<file path="src/rtl/fcu_prefetch.sv">
// Fetch control unit: assembles WORDS_PER_INSTR bus words per instruction and buffers them
// in a DEPTH-entry prefetch queue, with branch flush/redirect.
module fcu_prefetch #(
    parameter int                DATA_W          = 16,
    parameter int                ADDR_W          = 16,
    parameter int                WORDS_PER_INSTR = 2,
    parameter int                DEPTH           = 4,
    parameter logic [ADDR_W-1:0] RESET_PC        = '0
) (
    input  logic                                clk,
    input  logic                                reset,
    input  logic                                cs_fcu,
    input  logic                                flush,
    input  logic [ADDR_W-1:0]                   flush_addr,
    output logic [DATA_W*WORDS_PER_INSTR-1:0]   instr,
    output logic                                instr_valid,
    input  logic                                instr_ready,
    output logic [$clog2(DEPTH+1)-1:0]          queue_count,
    output logic                                biu_req,
    output logic [1:0]                          biu_sel,
    output logic [ADDR_W-1:0]                   fetch_address,
    input  logic                                biu_ready,
    input  logic [DATA_W-1:0]                   bus
);
    localparam int IW    = DATA_W * WORDS_PER_INSTR;
    localparam int CNT_W = $clog2(DEPTH + 1);
    localparam int PTR_W = $clog2(DEPTH);
    localparam int WC_W  = (WORDS_PER_INSTR > 1) ? $clog2(WORDS_PER_INSTR) : 1;

    typedef enum logic [1:0] {IDLE, FETCH, FULL} state_t;

    state_t                             state_q, state_d;
    logic [ADDR_W-1:0]                  pc_q, pc_d;
    logic [WC_W-1:0]                    word_cnt_q, word_cnt_d;
    logic [0:WORDS_PER_INSTR-1][DATA_W-1:0] asm_q, asm_d, asm_next;
    logic [CNT_W-1:0]                   count_q, count_d;
    logic [PTR_W-1:0]                   wr_ptr_q, wr_ptr_d, rd_ptr_q, rd_ptr_d;
    logic                               biu_req_q, biu_req_d;
    logic [1:0]                         biu_sel_q, biu_sel_d;
    logic [IW-1:0]                      mem_q [DEPTH];
    logic                               accept, last_word, push, pop;

    always_comb begin
        accept    = biu_req_q && biu_ready;
        last_word = (word_cnt_q == WC_W'(WORDS_PER_INSTR - 1));
        // Slice 0 is the most significant word of the instruction
        asm_next  = asm_q;
        asm_next[word_cnt_q] = bus;
        push      = accept && last_word && !flush;
        pop       = (count_q != '0) && instr_ready && !flush;

        count_d = count_q;
        if (push && !pop)      count_d = count_q + CNT_W'(1);
        else if (pop && !push) count_d = count_q - CNT_W'(1);

        wr_ptr_d   = push ? wr_ptr_q + PTR_W'(1) : wr_ptr_q;
        rd_ptr_d   = pop  ? rd_ptr_q + PTR_W'(1) : rd_ptr_q;
        pc_d       = accept ? pc_q + ADDR_W'(1) : pc_q;
        asm_d      = accept ? asm_next : asm_q;
        word_cnt_d = word_cnt_q;
        if (accept) word_cnt_d = last_word ? '0 : word_cnt_q + WC_W'(1);

        if (flush) begin
            count_d    = '0;
            wr_ptr_d   = '0;
            rd_ptr_d   = '0;
            pc_d       = flush_addr;
            asm_d      = '0;
            word_cnt_d = '0;
        end

        // A partial instruction always finishes; a new one needs cs_fcu and a free slot
        biu_req_d = !flush && ((word_cnt_d != '0) || (cs_fcu && count_d < CNT_W'(DEPTH)));
        biu_sel_d = biu_req_d ? 2'b11 : 2'b00;

        state_d = state_q;
        if (flush) begin
            state_d = cs_fcu ? FETCH : IDLE;
        end else begin
            case (state_q)
                IDLE:    if (cs_fcu && count_q < CNT_W'(DEPTH)) state_d = FETCH;
                FETCH: begin
                    if (push && count_d == CNT_W'(DEPTH))      state_d = FULL;
                    else if (!cs_fcu && word_cnt_d == '0)      state_d = IDLE;
                end
                FULL: begin
                    if (!cs_fcu)                               state_d = IDLE;
                    else if (count_q < CNT_W'(DEPTH))          state_d = FETCH;
                end
                default:                                       state_d = IDLE;
            endcase
        end
    end

    always_ff @(posedge clk or negedge reset) begin
        if (!reset) begin
            state_q    <= IDLE;
            pc_q       <= RESET_PC;
            word_cnt_q <= '0;
            asm_q      <= '0;
            count_q    <= '0;
            wr_ptr_q   <= '0;
            rd_ptr_q   <= '0;
            biu_req_q  <= 1'b0;
            biu_sel_q  <= 2'b00;
        end else begin
            state_q    <= state_d;
            pc_q       <= pc_d;
            word_cnt_q <= word_cnt_d;
            asm_q      <= asm_d;
            count_q    <= count_d;
            wr_ptr_q   <= wr_ptr_d;
            rd_ptr_q   <= rd_ptr_d;
            biu_req_q  <= biu_req_d;
            biu_sel_q  <= biu_sel_d;
        end
    end

    always_ff @(posedge clk) begin
        if (push) mem_q[wr_ptr_q] <= asm_next;
    end

    assign instr_valid   = (count_q != '0);
    assign instr         = instr_valid ? mem_q[rd_ptr_q] : '0;
    assign queue_count   = count_q;
    assign fetch_address = pc_q;
    assign biu_req       = biu_req_q;
    assign biu_sel       = biu_sel_q;
endmodule

</file>
<file path="config.mk">
export PLATFORM = sky130hd
export DESIGN_NAME = fcu_prefetch
export DESIGN_NICKNAME = d
export VERILOG_FILES = /design/src/rtl/fcu_prefetch.sv
export SDC_FILE = /design/constraint.sdc
export NUM_CORES = 1
export LEC_CHECK = 0
export CAP_MARGIN = 20
export CORE_MARGIN = 4
export CORE_UTILIZATION = 26
export CTS_CLUSTER_DIAMETER = 40
export DETAILED_ROUTE_END_ITERATION = 12
export GPL_ROUTABILITY_DRIVEN = 0
export GPL_TIMING_DRIVEN = 0
export PLACE_DENSITY = 0.41
export SLEW_MARGIN = 10
export SYNTH_ARGS = -nofsm -noshare
export SYNTH_HDL_FRONTEND = slang
export SYNTH_SLANG_ARGS = --single-unit
</file>
<file path="constraint.sdc">
create_clock -name clk -period 7.1 [get_ports clk]
set_clock_uncertainty 0.05 [all_clocks]
set_input_delay 1.42 -clock clk [delete_from_list [all_inputs] [get_ports clk]]
set_output_delay 1.42 -clock clk [all_outputs]
set_load 0.01 [all_outputs]
</file>
==> impl_metrics.sql <==
INSERT INTO impl_metrics (metric_group, metric, value, unit) VALUES
('die', 'chip_width', '183', 'um'),
('global_routing', 'grt_antenna_before_repair', '0', ''),
('die', 'chipHeight', '183', 'um'),
('global_routing', 'grt_start_max_net_pins', '58', ''),
('global_routing', 'via_count_of_the_first_global_routing_pass', '5146', ''),
('drt', 'avgViaCountPerCell', '4.52', ''),
('drt', 'drt-total-wl', '20.1', 'mm'),
('synth', 'synth_nets', '585', ''),
('worst_hold_path', 'hold_class', 'flip-flop to flip-flop', ''),
('synth', 'ys.flop_type', 'edfxtp_1', ''),
('sta', 'timing.fmax', '229', 'MHz'),
('sta', 'rsz0062_at_grt', 'false', ''),
('status', 'run_status', 'finished, final reports clean', ''),
('drt', 'postRouteAntennaNets', '0', ''),
('place', 'io_buffers', '91', ''),
('synth', 'synth-async-reset-ratio', '30.8', '%'),
('drt', 'dr.first_iter.drc_count', '319', ''),
('synth', 'synth_warnings', '0', ''),
('finish', 'layout.area.seq', '5270', 'um^2'),
('worst_hold_path', 'whs_path_depth', '2', ''),
('sta', 'final.period_utilization', '61.6', '%'),
('finish', 'area_occupied_by_multi_input_gates', '2520', 'um^2'),
('global_routing', 'grt_util_all_layers', '12.5', '%'),
('die', 'placement_rows', '63', ''),
('pwr', 'leakage', '3.56', 'nW'),
('clocking', 'post-cts-setup-buffers', '0', ''),
('sta', 'setup-tns-final', '0', 'ns'),
('clocking', 'cts-buffers-inserted', '17', ''),
('sta', 'min_period', '4.37', 'ns'),
('place', 'final_hpwl_dp', '13.9', 'mm'),
('sta', 'slew_headroom', '46.3', '%'),
('sta', 'final-max-slew-violation-count', '0', ''),
('synth', 'yosysUniqueCellTypes', '44', ''),
('synth', 'synth_area', '7980', 'um^2'),
('synth', 'synthDominantCellAreaShare', '48.2', '%'),
('die', 'design.core.area', '30000', 'um^2'),
('clocking', 'clock_latency_reported_for_the_late_side_of_the_worst_skew_pair', '0.43', 'ns'),
('synth', 'mean_syn_cell_area', '14.8', 'um^2'),
('drt', 'drc_errors', '0', ''),
('finish', 'layout.core_utilization', '33.6', '%'),
('critical_path', 'cp-end-kind', 'output pin', ''),
('sta', 'finalHoldViolations', '0', ''),
('finish', 'mostFrequentLayoutCell', 'edfxtp_1', ''),
('clocking', 'htree_levels', '4', ''),
('clocking', 'cts.root.buffer_cell', 'clkbuf_16', ''),
('drt', 'via_count', '4778', ''),
('sta', 'finalSetupViolations', '0', ''),
('critical_path', 'crit_type', 'flip-flop to output pin', ''),
('global_routing', 'grt_first_pass_wirelength', '31.3', 'mm'),
('critical_path', 'critical_path_required', '5.63', 'ns'),
('synth', 'synth_seq_cells', '185', ''),
('synth', 'yosysTopAreaCell', 'edfxtp_1', ''),
('die', 'die_area', '33600', 'um^2'),
('finish', 'fin_nets', '699', ''),
('clocking', 'cts_tree', 'yes', ''),
('sta', 'timing.hold.ws', '0.508', 'ns'),
('clocking', 'cts.reportedPaths.clkPinSlew', '0.07', 'ns'),
('die', 'start_util', '26.6', '%'),
('clocking', 'cts-hold-fix-buffers', '0', ''),
('global_routing', 'grt_overflow', '0', ''),
('finish', 'top_library_cells_by_usage_in_the_layout_fill_and_taps_aside', 'edfxtp_1, clkdlybuf4s50_1, nor2_1', ''),
('die', 'boundaryPins', '93', ''),
('clocking', 'numClockSinks', '185', ''),
('synth', 'post_synthesis_instance_total', '538', ''),
('critical_path', 'cp_max_fo', '10', ''),
('sta', 'max_slew.worst_pin.slew', '0.805', 'ns'),
('finish', 'area_delta_synth_final', '26.1', '%'),
('critical_path', 'worst_r2r_path_depth', '9', ''),
('clocking', 'post_cts_sizing_count', '0', ''),
('synth', 'synth_top_cells_by_area', 'edfxtp_1, dfrtp_1, mux4_2, nor2_1, mux2_2', ''),
('synth', 'yosysSeqAreaShare', '66.0', '%'),
('finish', 'fill_cells', '2958', ''),
('synth', 'synth_enable_flop_cells', '128', ''),
('pwr', 'peakVddDrop', '0.146', 'mV'),
('clocking', 'clock_path_buffers', '2', ''),
('drt', 'firstDrtPassIters', '4', ''),
('critical_path', 'timing.critical_path.from_type', 'flip-flop', ''),
('finish', 'post_route_cells_drive_above_1_share', '18.9', '%'),
('critical_path', 'critPathArrivalTime', '2.90', 'ns'),
('pwr', 'power_per_cell_area', '317', 'nW/um^2'),
('drt', 'wire_per_inst', '19.0', 'um'),
('run', 'maxCapViolations', '0', '');
==> flip-flops by register name (all words and copies together), names as in the netlist <==
name           cells
asm_q             32
biu_sel            1
fetch_address     16
last_word          1
mem_q            128
queue_count        3
rd_ptr_q           2
wr_ptr_q           2
==> layout make-up <==
cell class	instances	share of cell area [%]
diodes	1	0.0249
plain buffers	33	1.58
clock buffers	17	4.23
clock inverters	15	1.76
inverters	11	0.410
multi-input cells	309	25.0
flip-flops and latches	185	52.3
well taps	390	4.85
repair buffers	95	9.82
==> worst max-delay path, stage by stage, from the launching register on <==
cell and delay [ns]:
dfrtp_1 0.43, inv_1 0.09, ha_1 0.22, nor2b_1 0.16
inv_1 0.27, clkbuf_1 0.51, and2_1 0.25, clkdlybuf4s50_1 0.54
==> power by group <==
part | total, mW | leakage [nW] | internal [mW] | switching, mW
registers | 1.28 | 1.91 | 1.24 | 0.0429
logic | 0.955 | 1.35 | 0.485 | 0.471
clock network | 0.957 | 0.298 | 0.505 | 0.452
==> synth_stat cells (2+ instances only) <==
master    instances
mux2_2           24
edfxtp_1        128
clkbuf_1         12
buf_4             5
nor2_1           72
nor3_1           37
xor2_1            4
xnor2_1          14
nor2b_1           3
nand3_1           5
inv_1            10
nor4_2            4
o21ai_1           7
nand2_1          19
mux4_2           32
mux2i_1           2
dfrtp_1          57
o21ai_0           9
and2_1           36
buf_1             3
nand4_1           4
nand3b_1          2
mux2_1            8
ha_1              9
buf_2            13
==> per-stage QoR <==
stage / cells / cell area, um^2 / power (mW) / worst slack, ns
after global routing: 1055 / 10100 / 3.38 / 2.49
after CTS: 1055 / 10100 / 3.26 / 2.59
after global placement: 1019 / 9380 / 2.28 / 1.59
final: 1056 / 10100 / 3.20 / 2.73
after detailed placement: 1023 / 9460 / 2.29 / 2.58
after floorplan: 538 / 7980 / 1.84 / 3.32
==> worst paths after layout <==
kind	from	end	slack, ns
worst max-delay path	queue_count[0]	instr[12]	2.73
worst max register to register	biu_sel[0]	mem_q[2][7]	4.08
min in group asynchronous	reset	fetch_address[15]	1.02
worst min-delay path	asm_q[19]	asm_q[19]	0.51
max in group asynchronous	reset	asm_q[4]	5.44
worst min register to register	asm_q[19]	asm_q[19]	0.51
==> routing by layer <==
layer	vias to the layer above	share of wire, %	global-route usage, %
met4	0	0.94	2.89
met1	2436	46	17.0
met5	-	0	0
li1	2204	-	-
met3	14	6.1	3.77
met2	124	47	19.6
==> kinds of logic (layout without fill, tap and decap cells) <==
family / Yosys count / in the layout / synth area share (%)
adders and majority gates: 9 / 9 / 1.41
muxes: 66 / 66 / 13.8
other: 0 / 1 / 0
buffers and inverters: 44 / 171 / 2.51
and+or+nand+nor: 192 / 192 / 12.5
DFF: 185 / 185 / 66.0
xor gates and xnor gates: 18 / 18 / 1.98
AOI/OAI and AO/OA: 24 / 24 / 1.80
(Power assumes the default switching activity.)
